==> src/rtl/count_down_timer_if.sv <==
// Control/status bundle for the loadable down-counter timer.
// Master drives the controls, slave is the timer itself.
interface count_down_timer_if #(
    parameter int WIDTH = 8
);
    logic             start_i;
    logic             stop_i;
    logic             en_i;
    logic             auto_i;
    logic [WIDTH-1:0] data_i;
    logic [WIDTH-1:0] count_o;
    logic             busy_o;
    logic             done_o;

    modport master (
        output start_i,
        output stop_i,
        output en_i,
        output auto_i,
        output data_i,
        input  count_o,
        input  busy_o,
        input  done_o
    );

    modport slave (
        input  start_i,
        input  stop_i,
        input  en_i,
        input  auto_i,
        input  data_i,
        output count_o,
        output busy_o,
        output done_o
    );
endinterface

==> src/rtl/count_down_timer.sv <==
// Loadable down-counter with start/stop, busy, one-cycle done
// pulse and optional auto-reload for periodic strobes.
module count_down_timer #(
    parameter int WIDTH = 8
) (
    input logic               clk_i,
    input logic               rst_i,
    count_down_timer_if.slave bus
);

    typedef enum logic {
        IDLE = 1'b0,
        RUN  = 1'b1
    } state_t;

    localparam logic [WIDTH-1:0] ZERO = '0;
    localparam logic [WIDTH-1:0] ONE  = {{(WIDTH-1){1'b0}}, 1'b1};

    state_t           state_q;
    logic [WIDTH-1:0] count_q;
    logic [WIDTH-1:0] reload_q;
    logic             done_q;

    // Timer FSM: STOP beats START beats tick; done is a one-cycle pulse.
    always_ff @(posedge clk_i or posedge rst_i) begin
        if (rst_i) begin
            state_q  <= IDLE;
            count_q  <= ZERO;
            reload_q <= ZERO;
            done_q   <= 1'b0;
        end else begin
            done_q <= 1'b0;
            unique case (state_q)
                IDLE: begin
                    if (bus.start_i) begin
                        reload_q <= bus.data_i;
                        count_q  <= bus.data_i;
                        if (bus.data_i != ZERO) begin
                            state_q <= RUN;
                        end else begin
                            done_q <= 1'b1;
                        end
                    end
                end
                RUN: begin
                    if (bus.stop_i) begin
                        state_q <= IDLE;
                    end else if (bus.start_i) begin
                        reload_q <= bus.data_i;
                        count_q  <= bus.data_i;
                        if (bus.data_i == ZERO) begin
                            state_q <= IDLE;
                            done_q  <= 1'b1;
                        end
                    end else if (bus.en_i) begin
                        if (count_q > ONE) begin
                            count_q <= count_q - ONE;
                        end else begin
                            done_q <= 1'b1;
                            if (bus.auto_i) begin
                                count_q <= reload_q;
                            end else begin
                                count_q <= ZERO;
                                state_q <= IDLE;
                            end
                        end
                    end
                end
                default: state_q <= IDLE;
            endcase
        end
    end

    assign bus.count_o = count_q;
    assign bus.busy_o  = (state_q == RUN);
    assign bus.done_o  = done_q;

endmodule

==> src/flat_wrapper.sv <==
// flat-port wrapper written by rule: the top's interface ports become plain ports
module count_down_timer_flat 
#(
    parameter int WIDTH = 8
)
  (clk_i, rst_i, bus_start_i, bus_stop_i, bus_en_i, bus_auto_i, bus_data_i, bus_count_o, bus_busy_o, bus_done_o);
  count_down_timer_if #(.WIDTH(WIDTH)) bus_i ();
  input logic clk_i;
  input logic rst_i;
  input wire logic [$bits(bus_i.start_i)-1:0] bus_start_i;
  input wire logic [$bits(bus_i.stop_i)-1:0] bus_stop_i;
  input wire logic [$bits(bus_i.en_i)-1:0] bus_en_i;
  input wire logic [$bits(bus_i.auto_i)-1:0] bus_auto_i;
  input wire logic [$bits(bus_i.data_i)-1:0] bus_data_i;
  output wire logic [$bits(bus_i.count_o)-1:0] bus_count_o;
  output wire logic [$bits(bus_i.busy_o)-1:0] bus_busy_o;
  output wire logic [$bits(bus_i.done_o)-1:0] bus_done_o;
  assign bus_i.start_i = bus_start_i;
  assign bus_i.stop_i = bus_stop_i;
  assign bus_i.en_i = bus_en_i;
  assign bus_i.auto_i = bus_auto_i;
  assign bus_i.data_i = bus_data_i;
  assign bus_count_o = bus_i.count_o;
  assign bus_busy_o = bus_i.busy_o;
  assign bus_done_o = bus_i.done_o;
  count_down_timer #(.WIDTH(WIDTH)) u_core (.clk_i(clk_i), .rst_i(rst_i), .bus(bus_i));
endmodule
==> config.mk <==
export PLATFORM = sky130hd
export DESIGN_NAME = count_down_timer_flat
export DESIGN_NICKNAME = d
export VERILOG_FILES = /design/src/rtl/count_down_timer_if.sv /design/src/rtl/count_down_timer.sv /design/src/flat_wrapper.sv
export SDC_FILE = /design/constraint.sdc
export NUM_CORES = 1
export LEC_CHECK = 0
export BUFFER_PORTS_ARGS = -buffer_cell sky130_fd_sc_hd__buf_2
export CAP_MARGIN = 30
export CORE_MARGIN = 2
export CORE_UTILIZATION = 45
export CTS_CLUSTER_SIZE = 40
export DETAILED_ROUTE_END_ITERATION = 10
export PLACE_DENSITY = 0.7
export SLEW_MARGIN = 20
export SYNTH_ARGS = -nofsm -noshare
export SYNTH_HDL_FRONTEND = slang
export SYNTH_SLANG_ARGS = --single-unit
==> constraint.sdc <==
create_clock -name clk_i -period 5.4 [get_ports clk_i]
set_clock_uncertainty 0.15 [all_clocks]
set_input_delay 0.54 -clock clk_i [delete_from_list [all_inputs] [get_ports clk_i]]
set_output_delay 0.54 -clock clk_i [all_outputs]
set_load 0.01 [all_outputs]
# --- Word level (Yosys, flattened, before mapping) ---
# Cells that the tools add are included.
op_classes:
  n_div: 0
  reduce_logical: 3
  n_bitwise: 1
  n_eq_ne: 3
  muxes: 27
  n_mul: 0
  shifts: 0
  add_sub_neg: 1
  magnitude_cmp: 1
ops:
  columns: ["operator", "count"]
  rows:
  - ["$mux 8", 8]
  - ["$pmux 8 s2", 2]
  - ["$mux 1", 15]
  - ["$gt 8x1->1 const B", 1]
  - ["$logic_not 8->1", 1]
  - ["$reduce_bool 8->1", 1]
  - ["$sub 8x1->8 const B", 1]
  - ["$ne 2x2->1 const B", 2]
  - ["$pmux 1 s2", 2]
  - ["$ne 3x3->1 const B", 1]
  - ["$reduce_and 3->1", 1]
  - ["$not 1->1", 1]
totals:
  ramBits: 0
  mem_count: 0
  in_bits: 14
  latchBits: 0
  ff_bits: 18
  elab_cells: 40
  mem_bits_ro: 0
  output_inout_bits: 10

# --- Longest topological paths before layout ---
# Gate-level depths: netlist of run 1.
depth:
  word_depth: 6
  ltp_mapped: 8
  depth_no_buf: 6

# --- Least setup slack after synthesis of run 1 ---
# No wires, ideal clock.
synth_timing:
  kind: "register to register"
  startpoint: "reg u_core.count_q[0], in the netlist u_core.bus.count_o[0]"
  endpoint: "reg u_core.count_q[3], in the netlist u_core.bus.count_o[3]"
  arrival_time_ps: 1804
  stages_incl_launch_ff: 9
  synth_period_minus_slack_ps: 2084
  setup_ps: 130
  n_path_buf: 2
  required_ps: 5120
  setup_slack_ps: 3316
  path_cell_list: "dfrtp_1 > inv_1 > ha_1 > or2_0 > clkbuf_1 > and3_1 > buf_6 > a311oi_1 > o31ai_2"
synth_between:
  elab_chain_len: 6
  word_cells_on_any_way: 7
  classes_between: "add/sub (1); order compare (1); mux (5)"
synth_lines:
  columns: ["element", "line_no", "text"]
  rows:
  - ["from (decl)", "count_down_timer.sv:20", "logic [WIDTH-1:0] count_q;"]
  - ["from (signal assigned)", "count_down_timer.sv:37", "count_q <= bus.data_i;"]
  - ["from (signal assigned)", "count_down_timer.sv:50", "count_q <= bus.data_i;"]
  - ["from (signal assigned)", "count_down_timer.sv:57", "count_q <= count_q - ONE;"]
  - ["$sub 8x1->8 / $gt 8x1->1 (equally long branches)", "count_down_timer.sv:57, count_down_timer.sv:56", null]
  - ["$mux 8 *", "count_down_timer.sv:56", "if (count_q > ONE) begin"]
  - ["$mux 8 *", "count_down_timer.sv:55", "end else if (bus.en_i) begin"]
  - ["$mux 8 *", "count_down_timer.sv:48", "end else if (bus.start_i) begin"]
  - ["$mux 8 *", "count_down_timer.sv:46", "if (bus.stop_i) begin"]
  - ["$pmux 8 s2 *", "count_down_timer.sv:33", "unique case (state_q)"]
# Every way passes the cells marked *; elsewhere a longest branch is shown, timed or not. The select of a mux whose other input is x is not followed.
# A chain may end at the register's enable or synchronous reset.

# --- Worst setup path after layout of run 1 ---
layout_timing:
  startpoint: "reg u_core.count_q[0], in the netlist u_core.bus.count_o[0]"
  endpoint: "reg u_core.count_q[1], in the netlist u_core.bus.count_o[1]"
# The elaborated chain is that of the path after synthesis.

==> results.json, run 1 <==
{
  "status": "completed",
  "num_vias": 957,
  "cp-endpoint": "u_core.bus.count_o[1]",
  "grt.total_usage_pct": 20.1,
  "stdcell_count": 165,
  "cp_top_family": "simple AND/OR/NAND/NOR gates",
  "ctsHtreeMaxLevel": 1,
  "worstMarginPinSlew_ns": 0.687,
  "nets": 153,
  "wl_per_cell_um": 15.4,
  "grt_max_degree": 19,
  "overflow": 0,
  "drive_gt1_share_pct": 28.1,
  "setup_tns_ns": 0,
  "wl_met3_um": 137,
  "synth_area_leaders": "dfrtp_1, mux2_2, a31oi_1, nor2_1, nand2_1",
  "path_buf_inv": 1,
  "die_w_um": 54.0,
  "critical_path_class": "flop to flop",
  "final_common_cell": "buf_2",
  "relSlewSlack_pct": 54.2,
  "holdCritPathClass": "primary input to async pin",
  "final-max-slew-violation-count": 0,
  "required_ns": 5.44,
  "synth_edf_count": 0,
  "post_dp_cell_area_um2": 1240,
  "ys.warnings.count": 0,
  "firstDrtPassIters": 4,
  "p_leak_nw": 0.540,
  "critPathMaxStageDelay_ns": 0.49,
  "crit_fanout": 11,
  "num_antenna_cells": 0,
  "power_density_nw_per_um2": 313,
  "yosys.area.top_type_share_pct": 40.0,
  "initial_core_util_pct": 46.3,
  "cts_hold_buf": 0,
  "worstSetupStartpoint": "u_core.bus.count_o[0]",
  "path_cells": "inv_1, ha_1, or2_0, and3_1, a311o_1, a22o_1",
  "top_layer": "met4",
  "path_depth": 6,
  "final_cell_area_um2": 1260,
  "antenna_found_initial": 0,
  "cts_made_buffers": 3,
  "cap_violations": 0,
  "synth_nets": 131,
  "period_share_pct": 42.6,
  "clock.fmax_ghz": 0.435,
  "post_synth_inst_count": 115,
  "cts.clk_slew.worst_paths_ns": 0.10,
  "grt_pass1_vias": 914,
  "rsz0062_at_grt": "false",
  "r2r_cells": 6,
  "synth_cell_types": 44,
  "crit_path_top_delay_cell": "dfrtp_1",
  "io_buffers": 23,
  "ys.flop_type": "dfrtp_1",
  "io-pin-count": 24,
  "first_iter_violations": 26,
  "finalPower_mw": 0.395,
  "wirelength_mm": 2.54,
  "synth-seq-cells": 18,
  "avgSynthCellArea_um2": 9.79,
  "synth.yosys.seq_area_share_pct": 40.0,
  "startpoint_type": "flop",
  "dieArea_um2": 2920,
  "rows": 18,
  "cts_resized": 0,
  "fin_crit_ns": 2.30,
  "synth.largest_area_cell": "dfrtp_1",
  "ff_latch_area_um2": 450,
  "final_core_util_pct": 51.9,
  "grt_pass1_wl_mm": 4.17,
  "clockBufferDepth": 2,
  "cts-root-buf": "clkbuf_4",
  "place_inst": 162,
  "layout_common_cells": "buf_2, dfrtp_1, nor2_1",
  "cp_data_arrival_time_ns": 2.34,
  "ys_async_sr_fraction_pct": 100,
  "die_h_um": 54.0,
  "cts_tree": "built",
  "finalSetupViolations": 0,
  "cp-end-kind": "flop",
  "drt-met1-wl_mm": 1.15,
  "post_cts_buffers": 0,
  "clock_sink_count": 18,
  "nFillCells": 236,
  "vdd_ir_drop_max_mv": 0.158,
  "core_um2": 2430,
  "layout-area-overhead-vs-synth_pct": 12.1,
  "clk_latency_ns": 0.29,
  "dp_hpwl_mm": 1.91,
  "hold_viol_final": 0,
  "multi_input_area_um2": 622,
  "synthesis.area_um2": 1130,
  "wl_met2_mm": 1.19,
  "gp_congestion": 0.893,
  "drc": 0,
  "viasPerCell": 5.80,
  "r2r_end": "u_core.bus.count_o[1]",
  "reg2reg_slack_ns": 3.10,
  "postRouteAntennaNets": 0,
  "r2r-start": "u_core.bus.count_o[0]"
}
## cells by family after synthesis
| group | share of synthesized area, % |
|---|---|
| and+or+nand+nor | 22.9 |
| AOI/OAI and AO/OA | 18.8 |
| DFF | 40.0 |
| buffers and inverters | 4.78 |
| muxes | 9.78 |
| xor gates and xnor gates | 1.56 |
| adders and majority gates | 2.22 |
## cell type report
class                           count  share of cell area, %
Tap cell                           30                   2.97
Clock buffer                        3                   1.78
Sequential cell                    18                   35.7
Inverter                            4                   1.19
Timing Repair Buffer               23                   9.12
Multi-Input combinational cell     87                   49.3
## metal layers
metal | vias up | track usage, %
met5 | - | 0
met4 | 0 | 10.8
met3 | 6 | 3.06
met2 | 34 | 31.1
met1 | 449 | 26.8
li1 | 468 | -
## power breakdown
group | total [mW] | switching [mW] | internal (mW)
registers | 0.196 | 0.0374 | 0.159
clock network | 0.0688 | 0.0428 | 0.0260
logic | 0.130 | 0.0694 | 0.0605
## worst min-delay path by stage
stage,start,to,cells after the start
2_1_floorplan,u_core.reload_q[4],u_core.reload_q[4],1
3_3_place_gp,u_core.reload_q[4],u_core.reload_q[4],1
3_5_place_dp,u_core.reload_q[4],u_core.reload_q[4],1
4_1_cts,rst_i,u_core.reload_q[0],2
5_1_grt,rst_i,u_core.reload_q[0],2
6_report,rst_i,u_core.reload_q[3],2
## through the flow
stage               hold slack [ns]  setup WS, ns
floorplan                     0.323          3.32
global placement              0.336          3.20
detailed placement            0.342          3.11
CTS                           0.217          3.10
global route                  0.247          2.96
finish                        0.178          3.10
## worst register-to-register path, stage by stage (launching register included)
cell and delay [ns]:
dfrtp_1 0.49, inv_1 0.08, ha_1 0.23, or2_0 0.34, and3_1 0.33, a311o_1 0.39
a22o_1 0.20
## state kept, by name, summed over array words and instances, names as in the netlist
name                cells
u_core.bus.done_o       1
u_core.bus.count_o      8
u_core.bus.busy_o       1
u_core.reload_q         8
## Yosys cell counts, types with 3 or more instances
library cell  instances
dfrtp_1              18
nor2_1                9
mux2_2                8
a31oi_1               7
nand2_1               7
o21ai_0               5
inv_1                 4
nor3_1                4
and2_1                3
clkbuf_1              3
nand3b_1              3
nor2b_1               3
Note: power is estimated with default switching activity, not from simulation.
==> run 2, diff against run 1 <==
PLACE_DENSITY = 0.72   (was 0.7)
clock period = 2 ns   (was 5.4 ns; I/O delays follow)
==> run 2 against run 1 <==
Total power grew to 3.0 times the previous value. Worst setup slack worse by 3.0 ns. Maximum frequency is 21% higher. Count of clock-buffer cells in the layout rose by 1. Register-to-register slack worse by 3.0 ns. Via count grew 8.0%. Hold slack got worse by 0.17 ns. Sequential cell count unchanged. Utilization up 5.1 points. Sequential power grew to 2.6 times the previous value. Global-route usage rose by 1.7 points. Final cell count rose by 7.3%.
==> results.json, run 2 (same netlist as run 1, synthesis figures left out) <==
{
  "clock_sink_count": 18,
  "io_buffers": 23,
  "path_cells": "inv_2, ha_2, or2_1, and3_4, a311o_1, a22o_1",
  "place_ws_ns": 0.0492,
  "num_vias": 1034,
  "final-max-slew-violation-count": 0,
  "clockBufferDepth": 2,
  "r2r-start": "u_core.bus.count_o[1]",
  "fin_crit_ns": 1.91,
  "cts_tree": "built",
  "antenna_found_initial": 0,
  "wirelength_mm": 2.82,
  "gp_congestion": 0.835,
  "cap_violations": 0,
  "p_leak_nw": 0.599,
  "grt_pass1_wl_mm": 4.55,
  "ctsHtreeMaxLevel": 1,
  "layout_common_cells": "buf_2, dfrtp_1, nor2_1",
  "required_ns": 2.06,
  "cp-end-kind": "flop",
  "crit_path_top_delay_cell": "dfrtp_1",
  "startpoint_type": "flop",
  "post_dp_cell_area_um2": 1290,
  "dp_hpwl_mm": 2.05,
  "grt_pass1_vias": 1036,
  "nFillCells": 226,
  "nets": 164,
  "place_inst": 168,
  "worstMarginPinSlew_ns": 0.704,
  "finalSetupViolations": 0,
  "die_w_um": 54.0,
  "holdCritPathClass": "primary input to flop",
  "final_cell_area_um2": 1390,
  "top_layer": "met4",
  "overflow": 0,
  "worstSetupStartpoint": "u_core.bus.count_o[1]",
  "setup_slack_ns": 0.0939,
  "core_um2": 2430,
  "cts.clk_slew.worst_paths_ns": 0.11,
  "status": "completed",
  "clk_latency_ns": 0.30,
  "viasPerCell": 5.84,
  "final_core_util_pct": 57.0,
  "cts_made_buffers": 3,
  "drive_gt1_share_pct": 36.7,
  "die_h_um": 54.0,
  "first_iter_violations": 22,
  "power_density_nw_per_um2": 862,
  "io-pin-count": 24,
  "setup_tns_ns": 0,
  "postRouteAntennaNets": 0,
  "clock.fmax_ghz": 0.525,
  "period_share_pct": 95.3,
  "stdcell_count": 177,
  "relSlewSlack_pct": 53.0,
  "rows": 18,
  "finalPower_mw": 1.20,
  "hold_viol_final": 0,
  "wl_per_cell_um": 15.9,
  "critPathMaxStageDelay_ns": 0.44,
  "wl_met2_mm": 1.39,
  "final_common_cell": "buf_2",
  "grt.total_usage_pct": 21.8,
  "critical_path_class": "flop to flop",
  "num_antenna_cells": 0,
  "drc": 0,
  "wl_met3_um": 118,
  "cp_data_arrival_time_ns": 1.96,
  "cts-root-buf": "clkbuf_4",
  "drt-met1-wl_mm": 1.26,
  "crit_fanout": 5,
  "vdd_ir_drop_max_mv": 0.533,
  "initial_core_util_pct": 46.3,
  "dieArea_um2": 2920,
  "layout-area-overhead-vs-synth_pct": 23.2,
  "firstDrtPassIters": 4,
  "hold_ws_ns": 0.00376,
  "rsz0062_at_grt": "false",
  "hold_start": "bus_data_i[0]",
  "grt_max_degree": 19
}
==> run 2: per-layer routing <==
| layer | vias to the layer above | track usage (%) |
|---|---|---|
| li1 | 489 | - |
| met1 | 503 | 26.2 |
| met2 | 35 | 38.4 |
| met3 | 7 | 3.33 |
| met4 | 0 | 9.17 |
| met5 | - | 0 |
==> run 2: what timing repair did <==
action                                 CTS  global route
setup buffers                            0             3
hold buffers                             2             0
setup endpoints to repair                0             3
resized for setup                        0             5
endpoints found under the hold margin   19             0
==> run 2: worst paths after layout <==
| check | end | slack (ns) | cells after the start |
|---|---|---|---|
| worst max-delay path | u_core.bus.count_o[1] | 0.09 | 6 |
| max in group asynchronous | u_core.bus.count_o[0] | 0.84 | 3 |
| min in group asynchronous | u_core.reload_q[6] | 0.38 | 3 |
| worst min register to register | u_core.reload_q[2] | 0.37 | 1 |
| worst min-delay path | u_core.reload_q[0] | 0.004 | 2 |
| worst max register to register | u_core.bus.count_o[1] | 0.09 | 6 |
==> run 2: layout make-up <==
cell class	count	area (um2)	share of cell area, %
flip-flops and latches	18	452	32.6
multi-input cells	87	641	46.2
repair buffers	34	206	14.9
clock buffers	4	36.3	2.61
inverters	4	15.0	1.08
well taps	30	37.5	2.71
==> run 2: where the power goes <==
| part | internal (mW) | switching (mW) |
|---|---|---|
| clock network | 0.111 | 0.128 |
| logic | 0.219 | 0.229 |
| registers | 0.430 | 0.0794 |
| total | 0.760 | 0.436 |
==> run 2: worst max-delay path, delay by kind of cell, from the launching register on <==
family          cells  cell delay (ns)
fa+ha+maj           1             0.19
compound gates      2             0.54
buf+inv             1             0.06
simple gates        2             0.43
flops               1             0.44
==> run 3, diff against run 2 <==
CORE_UTILIZATION = 48   (was 45)
PLACE_DENSITY = 0.76   (was 0.72)
==> run 3 against run 2 <==
Sequential cell count unchanged. Combinational power up 3%. Hold slack improved by 0.016 ns. Die area down 5.8%. Critical path depth fell by 1. Maximum frequency shrank 2.9%. Worst setup slack got worse by 0.056 ns. Routed wire length is 2.3% lower. Via count down 2.0%. Design area about the same. Sequential power about the same. Critical endpoint unchanged. Highest routed layer unchanged.
==> results.json, run 3 (same netlist as run 1, synthesis figures left out) <==
{
  "vdd_ir_drop_max_mv": 0.536,
  "die_h_um": 52.4,
  "firstDrtPassIters": 4,
  "cts-root-buf": "clkbuf_4",
  "reg2reg_slack_ns": 0.04,
  "antenna_found_initial": 0,
  "grt_pass1_vias": 967,
  "crit_fanout": 6,
  "final_core_util_pct": 62.7,
  "cts_made_buffers": 3,
  "final_common_cell": "buf_2",
  "wirelength_mm": 2.75,
  "nets": 165,
  "clk_latency_ns": 0.29,
  "num_vias": 1013,
  "p_leak_nw": 0.604,
  "layout-area-overhead-vs-synth_pct": 23.1,
  "hold_ws_ns": 0.0198,
  "place_inst": 167,
  "dp_hpwl_mm": 2.06,
  "grt_max_degree": 19,
  "dieArea_um2": 2750,
  "gp_congestion": 0.868,
  "drive_gt1_share_pct": 37.2,
  "grt_pass1_wl_mm": 4.49,
  "final-max-slew-violation-count": 0,
  "overflow": 0,
  "rsz0062_at_grt": "true",
  "power_density_nw_per_um2": 837,
  "rows": 17,
  "cts.clk_slew.worst_paths_ns": 0.11,
  "fin_crit_ns": 1.96,
  "place_ws_ns": 0.0862,
  "layout_common_cells": "buf_2, dfrtp_1, buf_4",
  "finalSetupViolations": 0,
  "cap_violations": 0,
  "final_cell_area_um2": 1390,
  "startpoint_type": "flop",
  "holdCritPathClass": "primary input to flop",
  "drc": 0,
  "cp_data_arrival_time_ns": 2.00,
  "clock.fmax_ghz": 0.510,
  "core_um2": 2210,
  "relSlewSlack_pct": 54.3,
  "period_share_pct": 98.1,
  "io_buffers": 23,
  "clockBufferDepth": 2,
  "viasPerCell": 5.76,
  "cts_tree": "built",
  "setup_slack_ns": 0.0375,
  "hold_viol_final": 0,
  "setup_tns_ns": 0,
  "required_ns": 2.04,
  "cp-end-kind": "flop",
  "finalPower_mw": 1.16,
  "clock_sink_count": 18,
  "num_antenna_cells": 0,
  "stdcell_count": 176,
  "postRouteAntennaNets": 0,
  "post_dp_cell_area_um2": 1300,
  "nFillCells": 202,
  "ctsHtreeMaxLevel": 1,
  "status": "completed",
  "wl_per_cell_um": 15.6,
  "initial_core_util_pct": 50.9,
  "first_iter_violations": 45,
  "io-pin-count": 24,
  "worstMarginPinSlew_ns": 0.685,
  "critical_path_class": "flop to flop",
  "grt.total_usage_pct": 22.2,
  "die_w_um": 52.4
}
run 3: what timing repair did:
action	4_1_cts	5_1_grt
setup endpoints to repair	0	5
endpoints found under the hold margin	18	0
hold buffers	1	0
setup buffers	0	4
resized for setup	0	4
run 3: final timing paths:
path                                       start                    end  cells past startpoint
max                        u_core.bus.count_o[6]  u_core.bus.count_o[1]                      5
min                                bus_data_i[0]     u_core.reload_q[0]                      2
max reg2reg                u_core.bus.count_o[6]  u_core.bus.count_o[1]                      5
min reg2reg                   u_core.reload_q[5]     u_core.reload_q[5]                      1
max in group asynchronous                  rst_i  u_core.bus.count_o[0]                      3
min in group asynchronous                  rst_i      u_core.bus.busy_o                      3
run 3: area by class of cell:
cell class | instances | area (um2) | area share [%]
Timing Repair Buffer | 35 | 208 | 15.0
Inverter | 4 | 15.0 | 1.08
Tap cell | 28 | 35.0 | 2.53
Clock buffer | 4 | 26.3 | 1.90
Multi-Input combinational cell | 87 | 651 | 46.9
Sequential cell | 18 | 452 | 32.6
run 3: layer usage:
metal	track usage, %	routed length [um]
met2	36.0	1380
met3	3.43	140
met1	30.4	1220
met4	6.84	15
met5	0	0
run 3: critical path: stages, from the launching register on:
cell	delay [ns]
dfrtp_1	0.49
nor4_4	0.43
buf_4	0.19
a31oi_1	0.09
a311o_1	0.33
a22o_1	0.20
run 3: report_power, final:
| part | switching, mW | total, mW | internal, mW |
|---|---|---|---|
| sequential | 0.0797 | 0.510 | 0.430 |
| combinational | 0.241 | 0.463 | 0.222 |
| clock | 0.111 | 0.188 | 0.0774 |
| total | 0.432 | 1.16 | 0.729 |
